--- src/rtl/byte_deserializer_pkg.sv ---
// -----------------------------------------------------------------------------
// byte_pkg: shared definitions for the byte deserializer.
//   DEFAULT_WIDTH : default parallel word width in bits.
//   state_t       : deserializer FSM state encoding (IDLE, SHIFT).
// -----------------------------------------------------------------------------
package byte_pkg;

  localparam int unsigned DEFAULT_WIDTH = 8;

  typedef enum logic {
    ST_IDLE  = 1'b0,
    ST_SHIFT = 1'b1
  } state_t;

endpackage

--- src/rtl/byte_deserializer_if.sv ---
// -----------------------------------------------------------------------------
// byte_deserializer_if: serial input and parallel output bus of the
// byte deserializer.
//   sin, sin_valid, sof : serial bit, its qualifier, start-of-word marker
//   dout, dout_valid    : assembled word and its valid flag
//   dout_ready          : downstream acceptance
// Modports:
//   master : the side that drives serial bits and consumes words
//   slave  : the deserializer itself
// -----------------------------------------------------------------------------
interface byte_deserializer_if
  import byte_pkg::*;
#(
  parameter int WIDTH = DEFAULT_WIDTH
);

  logic             sin;
  logic             sin_valid;
  logic             sof;
  logic [WIDTH-1:0] dout;
  logic             dout_valid;
  logic             dout_ready;

  modport master (
    output sin, sin_valid, sof, dout_ready,
    input  dout, dout_valid
  );

  modport slave (
    input  sin, sin_valid, sof, dout_ready,
    output dout, dout_valid
  );

endinterface

--- src/rtl/byte_deserializer_hold_reg.sv ---
// -----------------------------------------------------------------------------
// deser_hold_reg: WIDTH-bit output holding register with valid/ready
// handshake and overrun detection.
//   i_clk, i_rst : clock, synchronous active-high reset
//   i_load       : a completed word is presented on i_word this cycle
//   i_word       : completed word
//   i_ready      : downstream accepts o_dout when o_valid is high
//   o_dout       : held word (stable while o_valid=1 and i_ready=0)
//   o_valid      : o_dout holds an unconsumed word
//   o_overrun    : one-cycle pulse, a completed word was dropped
// -----------------------------------------------------------------------------
module deser_hold_reg
  import byte_pkg::*;
#(
  parameter int WIDTH = DEFAULT_WIDTH
) (
  input  logic             i_clk,
  input  logic             i_rst,
  input  logic             i_load,
  input  logic [WIDTH-1:0] i_word,
  input  logic             i_ready,
  output logic [WIDTH-1:0] o_dout,
  output logic             o_valid,
  output logic             o_overrun
);

  logic [WIDTH-1:0] r_dout;
  logic             r_valid;
  logic             r_overrun;

  // Word hold register, valid flag and overrun pulse.
  always_ff @(posedge i_clk) begin
    if (i_rst) begin
      r_dout    <= '0;
      r_valid   <= 1'b0;
      r_overrun <= 1'b0;
    end else begin
      r_overrun <= 1'b0;
      if (i_load) begin
        // Room exists if empty or the held word is being consumed now,
        // which gives back-to-back words without a bubble.
        if (!r_valid || i_ready) begin
          r_dout  <= i_word;
          r_valid <= 1'b1;
        end else begin
          // Old word is kept untouched; the new one is lost.
          r_overrun <= 1'b1;
        end
      end else if (r_valid && i_ready) begin
        r_valid <= 1'b0;
      end else begin
        r_valid <= r_valid;
      end
    end
  end

  assign o_dout    = r_dout;
  assign o_valid   = r_valid;
  assign o_overrun = r_overrun;

endmodule

--- src/rtl/byte_deserializer.sv ---
// -----------------------------------------------------------------------------
// byte_deserializer: assembles WIDTH serial bits into a parallel word.
//   i_clk, i_rst : clock, synchronous active-high reset
//   bus          : byte_deserializer_if slave (sin/sin_valid/sof in,
//                  dout/dout_valid out, dout_ready in)
//   o_busy       : a word is partially assembled
//   o_overrun    : one-cycle pulse, a completed word was dropped
//   o_frame_err  : one-cycle pulse, a partial word was aborted by sof
// MSB_FIRST=1 puts the first serial bit in dout[WIDTH-1], 0 in dout[0].
// WIDTH must be at least 2.
// -----------------------------------------------------------------------------
module byte_deserializer
  import byte_pkg::*;
#(
  parameter int WIDTH     = DEFAULT_WIDTH,
  parameter bit MSB_FIRST = 1'b1
) (
  input  logic                i_clk,
  input  logic                i_rst,
  byte_deserializer_if.slave  bus,
  output logic                o_busy,
  output logic                o_overrun,
  output logic                o_frame_err
);

  localparam int CW = $clog2(WIDTH) + 1;
  localparam logic [CW-1:0] LAST_IDX = CW'(WIDTH - 1);

  state_t           r_state;
  state_t           w_state_next;
  logic [CW-1:0]    r_cnt;
  logic [CW-1:0]    w_cnt_next;
  logic [WIDTH-1:0] r_shift;
  logic [WIDTH-1:0] w_shift_next;
  logic [WIDTH-1:0] w_base;
  logic [WIDTH-1:0] w_shifted;
  logic             w_complete;
  logic             w_frame_err;
  logic             r_frame_err;
  logic [WIDTH-1:0] w_dout;
  logic             w_dout_valid;

  // Shift register with the current bit inserted; sof restarts from zero.
  always_comb begin
    w_base = bus.sof ? '0 : r_shift;
    if (MSB_FIRST) begin
      w_shifted = {w_base[WIDTH-2:0], bus.sin};
    end else begin
      w_shifted = {bus.sin, w_base[WIDTH-1:1]};
    end
  end

  // FSM next-state, bit count and shift register update.
  always_comb begin
    w_state_next = r_state;
    w_cnt_next   = r_cnt;
    w_shift_next = r_shift;
    w_complete   = 1'b0;
    w_frame_err  = 1'b0;
    case (r_state)
      ST_IDLE: begin
        if (bus.sin_valid && bus.sof) begin
          w_shift_next = w_shifted;
          w_cnt_next   = CW'(1);
          w_state_next = ST_SHIFT;
        end else begin
          w_state_next = ST_IDLE;
        end
      end
      ST_SHIFT: begin
        if (bus.sin_valid) begin
          w_shift_next = w_shifted;
          if (bus.sof) begin
            // Abort the partial word; this bit starts a fresh one.
            w_frame_err = 1'b1;
            w_cnt_next  = CW'(1);
          end else if (r_cnt == LAST_IDX) begin
            w_complete   = 1'b1;
            w_cnt_next   = '0;
            w_state_next = ST_IDLE;
          end else begin
            w_cnt_next = r_cnt + CW'(1);
          end
        end else begin
          w_state_next = ST_SHIFT;
        end
      end
      default: begin
        w_state_next = ST_IDLE;
        w_cnt_next   = '0;
        w_shift_next = '0;
      end
    endcase
  end

  // State, count, shift register and frame error pulse.
  always_ff @(posedge i_clk) begin
    if (i_rst) begin
      r_state     <= ST_IDLE;
      r_cnt       <= '0;
      r_shift     <= '0;
      r_frame_err <= 1'b0;
    end else begin
      r_state     <= w_state_next;
      r_cnt       <= w_cnt_next;
      r_shift     <= w_shift_next;
      r_frame_err <= w_frame_err;
    end
  end

  deser_hold_reg #(
    .WIDTH (WIDTH)
  ) u_hold (
    .i_clk     (i_clk),
    .i_rst     (i_rst),
    .i_load    (w_complete),
    .i_word    (w_shifted),
    .i_ready   (bus.dout_ready),
    .o_dout    (w_dout),
    .o_valid   (w_dout_valid),
    .o_overrun (o_overrun)
  );

  assign bus.dout       = w_dout;
  assign bus.dout_valid = w_dout_valid;
  assign o_busy         = (r_state == ST_SHIFT);
  assign o_frame_err    = r_frame_err;

endmodule

--- src/flat_wrapper.sv ---
// flat-port wrapper written by rule: the top's interface ports become plain ports
module byte_deserializer_flat import byte_pkg::*;
#(
  parameter int WIDTH     = DEFAULT_WIDTH,
  parameter bit MSB_FIRST = 1'b1
)
  (i_clk, i_rst, o_busy, o_overrun, o_frame_err, bus_sin, bus_sin_valid, bus_sof, bus_dout_ready, bus_dout, bus_dout_valid);
  byte_deserializer_if #(.WIDTH(WIDTH)) bus_i ();
  input  logic i_clk;
  input  logic i_rst;
  output logic o_busy;
  output logic o_overrun;
  output logic o_frame_err;
  input wire logic [$bits(bus_i.sin)-1:0] bus_sin;
  input wire logic [$bits(bus_i.sin_valid)-1:0] bus_sin_valid;
  input wire logic [$bits(bus_i.sof)-1:0] bus_sof;
  input wire logic [$bits(bus_i.dout_ready)-1:0] bus_dout_ready;
  output wire logic [$bits(bus_i.dout)-1:0] bus_dout;
  output wire logic [$bits(bus_i.dout_valid)-1:0] bus_dout_valid;
  assign bus_i.sin = bus_sin;
  assign bus_i.sin_valid = bus_sin_valid;
  assign bus_i.sof = bus_sof;
  assign bus_i.dout_ready = bus_dout_ready;
  assign bus_dout = bus_i.dout;
  assign bus_dout_valid = bus_i.dout_valid;
  byte_deserializer #(.WIDTH(WIDTH), .MSB_FIRST(MSB_FIRST)) u_core (.i_clk(i_clk), .i_rst(i_rst), .bus(bus_i), .o_busy(o_busy), .o_overrun(o_overrun), .o_frame_err(o_frame_err));
endmodule
--- config.mk ---
export PLATFORM = sky130hd
export DESIGN_NAME = byte_deserializer_flat
export DESIGN_NICKNAME = d
export VERILOG_FILES = /design/src/rtl/byte_deserializer_pkg.sv /design/src/rtl/byte_deserializer_if.sv /design/src/rtl/byte_deserializer_hold_reg.sv /design/src/rtl/byte_deserializer.sv /design/src/flat_wrapper.sv
export SDC_FILE = /design/constraint.sdc
export NUM_CORES = 1
export LEC_CHECK = 0
export ABC_AREA = 0
export CAP_MARGIN = 20
export CORE_UTILIZATION = 45
export DETAILED_ROUTE_END_ITERATION = 10
export GPL_TIMING_DRIVEN = 1
export PLACE_DENSITY = 0.72
export SLEW_MARGIN = 5
export SYNTH_ARGS = -nofsm -noshare
export SYNTH_HDL_FRONTEND = slang
export SYNTH_SLANG_ARGS = --single-unit
--- constraint.sdc ---
create_clock -name i_clk -period 1.65 [get_ports i_clk]
set_clock_uncertainty 0.15 [all_clocks]
set_input_delay 0.33 -clock i_clk [delete_from_list [all_inputs] [get_ports i_clk]]
set_output_delay 0.33 -clock i_clk [all_outputs]
set_load 0.05 [all_outputs]
==> impl_results.md <==
- Cell variety after synth: 33
- Total power: 931 uW
- GRT Total Usage: 0.207
- FMAX: 589 MHz
- Total area of sequential cells: 464 um2
- Post-route DRC violation count: 0
- Clock buffer count from CTS: 3
- Final Hold Fails: 0
- Antenna violations before repair: 0
- Hold Crit Class: register to register
- Multi-input gate area: 553 um2
- DRT Pass-1 Iters: 4
- Die X: 48.5 um
- Slew headroom: 0.602
- Fillers: 130
- #FFs+latches synth: 23
- Number of diodes: 0
- Hold buffers post-CTS: 0
- Worst Setup Start Kind: primary input
- Die Y: 48.5 um
- Row cnt: 16
- Total grt overflow: 0
- Synth Net Count: 106
- Nets: 138
- Via density: 5.85
- Vias post-DR: 918
- CTS tree: done
- Most frequent cells in the layout: dfxtp_1, buf_4, buf_12
- WP data arrival: 1750 ps
- Routed wire length: 2.45 mm
- Dpl ws: -363 ps
- RSZ-0062 raised after global routing: yes
- Critical path class: primary input to register
- Wire per inst: 15.6 um
- Setup crit end kind: register
- Met2 WL: 1.23 mm
- Drt first-iter violations: 19
- Mapped Cells: 99
- Clock slew at reported path FFs: 130 ps
- Final Max Slew Viols: 0
- PortBufs: 17
- Longest Clk Path Bufs: 2
- CP max FO: 8
- Clock H-tree levels: 1
- Core box area: 2000 um2
- Pleak: 0.581 nW
- Area grow syn2layout: 54.5%
- Clock sinks: 23
- Pin count of the biggest net entering global routing: 24
- Root buffer cell: clkbuf_4
- Hpwl dp: 1.64 mm
- Mapped cell area: 973 um2
- Routed Antenna Nets: 0
- Metal3 WL: 112 um
- Initial Utilization: 0.486
- Met1 WL: 1.07 mm
- Post-route setup slack: -47.7 ps
- Clk Latency, worst-skew pair: 320 ps
- Status: complete, but fails checks
- Full die area: 2350 um2
- Final setup violation count: 2
- YS warnings: 0
- Period utilization: 1.03
- PD cells: 619 nW/um2
- Global-route wire length before repair: 3.78 mm
- CP Data Required Time: 1700 ps
- Gpl congestion: 0.805
- Crit path time final: 1700 ps
- Io pins: 18
- Peak supply drop: 473 uV
- Violated checks: setup timing
- Most common library cell in the layout ignoring fill and taps: dfxtp_1
- Layout cells sized above 1: 0.369
- Actual slew at the worst max-slew pin: 594 ps
- Sequential share of the synthesized area: 0.473
- Avg Cell Area, Syn: 9.83 um2
- Max-cap violation count: 0
- FF-to-FF setup slack: 0 ps
- Top layer used by detailed routing: met4
- Vias in the first global route: 846
==> Yosys cell counts, drive strengths merged <==
master	number	share of area
a21oi	5	0.026
a22oi	8	0.062
a311oi	1	0.0090
a31oi	1	0.0064
and3b	2	0.019
and4b	1	0.012
buf	4	0.024
clkbuf	2	0.0077
dfxtp	23	0.47
ha	1	0.013
inv	3	0.012
mux2i	1	0.010
nand2	4	0.023
nand2b	9	0.058
nand3	1	0.0051
nand3b	2	0.019
nand4	1	0.0064
nand4b	1	0.0090
nor2	8	0.031
nor2b	1	0.0064
nor3	1	0.0051
nor3b	1	0.0077
o21ai	2	0.014
o311ai	7	0.063
o31ai	1	0.0077
o41ai	7	0.063
or4	1	0.0077
==> flip-flops by register name, indices dropped and copies added (netlist names) <==
name                     cells
u_core.u_hold.o_valid        1
u_core.u_hold.o_overrun      1
u_core.u_hold.o_dout         8
u_core.o_busy                1
u_core.r_shift               7
u_core.r_cnt                 4
u_core.o_frame_err           1
==> area by class of cell <==
cell class	count	area share
clock buffers	4	0.0175
repair buffers	32	0.276
well taps	27	0.0225
flip-flops and latches	23	0.309
multi-input cells	68	0.368
inverters	3	0.00749
==> metrics by stage <==
step                      setup TNS (ps)  area [um2]  hold slack [ps]  std cells   util
final                              -72.5        1500              361        157  0.751
after global routing                -336        1500              392        157  0.751
after detailed placement           -4410        1390              335        151  0.693
after floorplan                        0         976              281         99      -
after CTS                              0        1430              351        156  0.713
after global placement             -3350        1390              328        151  0.693
==> worst paths after layout <==
check	startpoint	to	cells past startpoint
max reg2reg	u_core.r_cnt[0]	u_core.u_hold.o_dout[7]	5
max	bus_sof	u_core.u_hold.o_dout[4]	5
min	u_core.r_shift[2]	u_core.u_hold.o_dout[3]	2
min reg2reg	u_core.r_shift[2]	u_core.u_hold.o_dout[3]	2
==> logic make-up after synthesis <==
logic type,Yosys count,share of synthesized area
AND/OR/NAND/NOR,33,0.210
multiplexers,1,0.0103
AO/OA/AOI/OAI,32,0.251
adder cells (fa/ha/maj),1,0.0129
buffers and inverters,9,0.0437
flip-flops,23,0.473
==> layer usage <==
metal	vias to the layer above	GRT usage
met5	-	0
met4	0	0.108
met3	6	0.0377
met2	28	0.352
met1	437	0.249
li1	447	-
==> critical path, cell delays in order <==
cell and delay, ps:
clkdlybuf4s50_1 460, nand3b_2 230, buf_4 170, o311ai_1 410, o41ai_2 140
==> where the power goes <==
group | internal, mW | leakage (nW) | total, mW | switching, mW
clock network | 0.0944 | 0.0150 | 0.264 | 0.170
registers | 0.562 | 0.187 | 0.570 | 0.00855
logic | 0.0477 | 0.379 | 0.0967 | 0.0491
total | 0.704 | 0.581 | 0.931 | 0.228
==> timing repair <==
item | CTS | global route
buffers inserted | 1 | 0
cloned | 0 | 1
resized for setup | 5 | 14
endpoints found under the setup margin | 8 | 8
Note: power is estimated with default switching activity, not from simulation.
